==> src/rtl/prog_pd_pkg.sv <==
// Shared helpers for the programmable pattern detector: length-field sizing
// and the right-aligned compare mask derived from the active pattern length.
package prog_pd_pkg;

  localparam int MAX_PAT_W = 64;

  function automatic int calc_len_w(input int pat_w);
    return $clog2(pat_w + 1);
  endfunction

  // Bit i is set for every i below len; callers narrow the result to PAT_W.
  function automatic logic [MAX_PAT_W-1:0] len_to_mask(input int len);
    logic [MAX_PAT_W-1:0] m;
    m = '0;
    for (int i = 0; i < MAX_PAT_W; i++) begin
      if (i < len) m[i] = 1'b1;
    end
    return m;
  endfunction

endpackage

==> src/rtl/pd_match_counter.sv <==
// Saturating match counter; clear wins over increment but still counts a
// match that lands on the clearing edge.
module pd_match_counter #(
  parameter int CNT_W = 16
) (
  input  logic             clk,
  input  logic             rst,
  input  logic             i_inc,
  input  logic             i_clr,
  output logic [CNT_W-1:0] o_count,
  output logic             o_sat
);

  logic [CNT_W-1:0] r_count;
  logic             r_sat;

  always_ff @(posedge clk or posedge rst) begin
    if (rst) begin
      r_count <= '0;
      r_sat   <= 1'b0;
    end else if (i_clr) begin
      r_count <= i_inc ? CNT_W'(1) : '0;
      r_sat   <= 1'b0;
    end else if (i_inc) begin
      // A match arriving at all-ones is lost, so that is when sat latches.
      if (&r_count) r_sat <= 1'b1;
      else          r_count <= r_count + CNT_W'(1);
    end
  end

  assign o_count = r_count;
  assign o_sat   = r_sat;

endmodule

==> src/rtl/prog_pattern_detector.sv <==
// Serial pattern detector with run-time pattern/length, optional overlap and
// a saturating match counter. The pulse is registered on the accepting edge.
module prog_pattern_detector
  import prog_pd_pkg::*;
#(
  parameter int             PAT_W       = 8,
  parameter int             CNT_W       = 16,
  parameter logic [PAT_W-1:0] DEFAULT_PAT = PAT_W'(8'h0B),
  parameter int             DEFAULT_LEN = 4,
  localparam int            LEN_W       = calc_len_w(PAT_W)
) (
  input  logic             clk,
  input  logic             rst,
  input  logic             stream_in,
  input  logic             stream_valid,
  input  logic             cfg_load,
  input  logic [PAT_W-1:0] cfg_pattern,
  input  logic [LEN_W-1:0] cfg_len,
  input  logic             cfg_overlap,
  input  logic             clear_count,
  output logic             pattern_found,
  output logic [CNT_W-1:0] match_count,
  output logic             count_sat,
  output logic             cfg_err
);

  logic [PAT_W-2:0] r_hist;
  logic [LEN_W-1:0] r_fill;
  logic [LEN_W-1:0] r_len;
  logic [PAT_W-1:0] r_pat;
  logic             r_overlap;
  logic             r_cfg_err;
  logic             r_found;

  logic [PAT_W-1:0] w_window;
  logic [PAT_W-1:0] w_mask;
  logic             w_accept;
  logic             w_enough;
  logic             w_match;
  logic             w_cfg_bad;

  assign w_window  = {r_hist, stream_in};
  assign w_mask    = PAT_W'(len_to_mask(int'(r_len)));
  assign w_accept  = stream_valid & ~cfg_load;
  assign w_enough  = ({1'b0, r_fill} + (LEN_W+1)'(1)) >= {1'b0, r_len};
  assign w_match   = w_accept & ~r_cfg_err & w_enough &
                     (((w_window ^ r_pat) & w_mask) == '0);
  assign w_cfg_bad = (cfg_len == '0) || (cfg_len > LEN_W'(PAT_W));

  always_ff @(posedge clk or posedge rst) begin
    if (rst) begin
      r_hist    <= '0;
      r_fill    <= '0;
      r_len     <= LEN_W'(DEFAULT_LEN);
      r_pat     <= DEFAULT_PAT;
      r_overlap <= 1'b1;
      r_cfg_err <= 1'b0;
      r_found   <= 1'b0;
    end else begin
      r_found <= w_match;
      if (cfg_load) begin
        r_pat     <= cfg_pattern;
        r_len     <= cfg_len;
        r_overlap <= cfg_overlap;
        r_cfg_err <= w_cfg_bad;
        r_hist    <= '0;
        r_fill    <= '0;
      end else if (stream_valid) begin
        r_hist <= w_window[PAT_W-2:0];
        // Non-overlap restarts the fill so the next match needs len fresh bits.
        if (w_match && !r_overlap)          r_fill <= '0;
        else if (r_fill != LEN_W'(PAT_W))   r_fill <= r_fill + LEN_W'(1);
      end
    end
  end

  pd_match_counter #(
    .CNT_W (CNT_W)
  ) u_counter (
    .clk     (clk),
    .rst     (rst),
    .i_inc   (w_match),
    .i_clr   (clear_count),
    .o_count (match_count),
    .o_sat   (count_sat)
  );

  assign pattern_found = r_found;
  assign cfg_err       = r_cfg_err;

endmodule

==> config.mk <==
export PLATFORM = sky130hd
export DESIGN_NAME = prog_pattern_detector
export DESIGN_NICKNAME = d
export VERILOG_FILES = /design/src/rtl/prog_pd_pkg.sv /design/src/rtl/pd_match_counter.sv /design/src/rtl/prog_pattern_detector.sv
export SDC_FILE = /design/constraint.sdc
export NUM_CORES = 1
export LEC_CHECK = 0
export CAP_MARGIN = 30
export CELL_PAD_IN_SITES_DETAIL_PLACEMENT = 0
export CELL_PAD_IN_SITES_GLOBAL_PLACEMENT = 1
export CORE_UTILIZATION = 51
export CTS_BUF_LIST = sky130_fd_sc_hd__clkbuf_4
export CTS_CLUSTER_SIZE = 28
export DETAILED_ROUTE_END_ITERATION = 7
export DONT_BUFFER_PORTS = 1
export PLACE_DENSITY = 0.84
export SLEW_MARGIN = 20
export SYNTH_ARGS = -nofsm -noshare
export SYNTH_HDL_FRONTEND = slang
export SYNTH_SLANG_ARGS = --single-unit
==> constraint.sdc <==
create_clock -name clk -period 3.2 [get_ports clk]
set_input_delay 0.48 -clock clk [delete_from_list [all_inputs] [get_ports clk]]
set_output_delay 0.48 -clock clk [all_outputs]
set_load 0.03 [all_outputs]
==> metrics <==
area of the multi-input gates 1180 µm²; PwrDens ~400 nW/µm²; largest net degree at the start of global routing 31; # H-tree levels 2; Reg area ~1100 µm²; Fin. Hold Viols 0; clock-pin slew on the worst setup and hold paths 130 ps; Initial DRT Pass Iterations 4; Period minus WS final around 2800 ps; Slew HR 0.484; CTS buffer count 5; Final Power around 980 µW; Initial Utilization 0.537; routability cong. 0.810; vias in the first global route 1718; CP Class reg -> reg; CP endpoint kind register; setup bufs post-CTS 0; dpl cell area 2380 µm²; Pleak 0.994 nW; Port Buffers 0; Post-Synthesis Cells ~240; Antenna Cells 0; 1st-iter DRT viols 89; ys async rst share 1.00; largest vdd supply drop 244 µV; CTS sink cnt 43; CP required between 3000 and 4000 ps; # rows 24; Bufs on Longest Clock Path 2; # fillers 385; max-cap viol count 0; total gr overflow 0; maximum fanout along the worst path 14; Pins Over Slew Limit 0; Die Area 4890 µm²; die extent in y ~70 µm; global-route wire length before repair 8000 µm; syn nets 265; worst skew pair latency 350 ps; CTS tree built; via/cell ratio 6.00; Finished Layout Cells 289; status finished, final reports clean; setup TNS 0 ps; routed wire length 4540 µm; synthesized area per cell 9.85 µm²; final period utilization 0.883; initial antenna violation count 0; Yosys reg bits 43; Finished Core Util 0.556; f_max about 0.35 GHz; post-CTS sizing 0; DRC errors left 0; crit path DAT between 3000 and 4000 ps; CP max stage delay 630 ps; area grow syn2layout 3.56%; CP max-delay cell or4_1; Final ANT Viol Nets 0; IO Pins 38; DR WL/cell approximately 16 µm; Synth Flop Type dfrtp_1; die width 69.9 µm; most frequent cells in the layout 38 x dfrtp_1, 22 x nor2_1, 15 x a21oi_1, 15 x nand2_1; CORE AREA around 4400 µm²; Netlist cell types 43; GR Util All Layers 0.204; NumNets Final 262; Hold Crit Class in -> async; Final HPWL DP 3260 µm; Clock Tree Root clkbuf_4; RSZ-0062 raised after global routing false; Setup Viol. Count Final 0; share of layout cells above drive strength 1 0.127; most common cell after layout, fill and taps aside dfrtp_1; Vias around 1700; Design Area, Final approximately 2400 µm²; CP Cell Sequence ha_1 -> xor2_1 -> ha_1 -> o21ai_0 -> o21ai_0 -> buf_4 -> nand3_1 -> or4_1 -> a21oi_1; Placed Cells incl. Taps between 200 and 300; skew final 17.9 ps; hold_buf cts 0; Synth Warn # 0; worst-margin pin slew 769 ps; startpoint types register; sequential area share after synthesis 0.460; Mapped Area 2350 µm²; number of flops mapped to enable cells by yosys 0
[cell type report]
type                    count  area share
flip-flops and latches     43       0.444
multi-input cells         173       0.483
repair buffers              2     0.00616
well taps                  52      0.0267
inverters                  11      0.0169
clock inverters             1     0.00205
clock buffers               7      0.0216
[per-stage QoR]
| stage | setup slack (ps) | hold slack [ps] |
|---|---|---|
| after global routing | 203 | 75.0 |
| after global placement | 577 | 442 |
| final | 376 | 39.9 |
| after floorplan | 741 | 501 |
| after CTS | 397 | 48.4 |
| after detailed placement | 447 | 442 |
[worst paths after layout]
path,startpoint,slack (ps),end,cells past startpoint
setup / recovery,r_fill[0],380,u_counter.o_count[12],9
hold / removal,rst,40,r_len[1],1
min in group clk,clear_count,170,u_counter.o_count[4],1
setup reg to reg,r_fill[0],380,u_counter.o_count[12],9
hold reg to reg,r_pat[2],540,r_pat[2],1
max in group asynchronous,rst,2420,r_overlap,2
[logic make-up after synthesis]
kind of cell	share of synthesized area
flip-flops	0.460
XOR/XNOR	0.0447
AO/OA/AOI/OAI	0.125
adder cells (fa/ha/maj)	0.0372
multiplexers	0.0999
AND/OR/NAND/NOR	0.193
buffers and inverters	0.0404
[flip-flops by register name, summed over array words and instances (netlist names)]
signal and flops:
r_pat 8, u_counter.o_count 16, r_hist 7, pattern_found 1, r_len 4, r_fill 4
u_counter.o_sat 1, r_overlap 1, cfg_err 1
[power by group]
part / internal (mW) / total [mW] / switching (mW)
combinational: 0.0495 / 0.108 / 0.0580
clock: 0.103 / 0.275 / 0.172
sequential: 0.569 / 0.595 / 0.0253
total: 0.722 / 0.978 / 0.256
[routing by layer]
layer	global-route usage	up-vias	part of all wire
met5	0	-	0
met4	0.0600	0	0.014
met3	0.0505	8	0.032
met2	0.321	27	0.46
met1	0.280	851	0.49
li1	-	849	-
[Yosys cell counts, types with 8 or more instances]
| library cell | count | area (µm²) |
|---|---|---|
| a21oi_1 | 15 | 75.1 |
| clkbuf_1 | 8 | 30.0 |
| dfrtp_1 | 38 | 951 |
| inv_1 | 11 | 41.3 |
| mux2_2 | 12 | 135 |
| mux2i_1 | 10 | 100 |
| nand2_1 | 15 | 56.3 |
| nand3_1 | 11 | 55.1 |
| nor2_1 | 22 | 82.6 |
| o21ai_0 | 12 | 60.1 |
| o31ai_1 | 10 | 75.1 |
[critical path: cells and delay by family, from the launching register on]
kind / cells / cell delay, ps
AND/OR/NAND/NOR: 2 / 1020
adder cells (fa/ha/maj): 2 / 540
XOR/XNOR: 1 / 160
buffers and inverters: 1 / 170
AO/OA/AOI/OAI: 3 / 390
flip-flops: 1 / 460
Note: power is estimated with default switching activity, not from simulation.
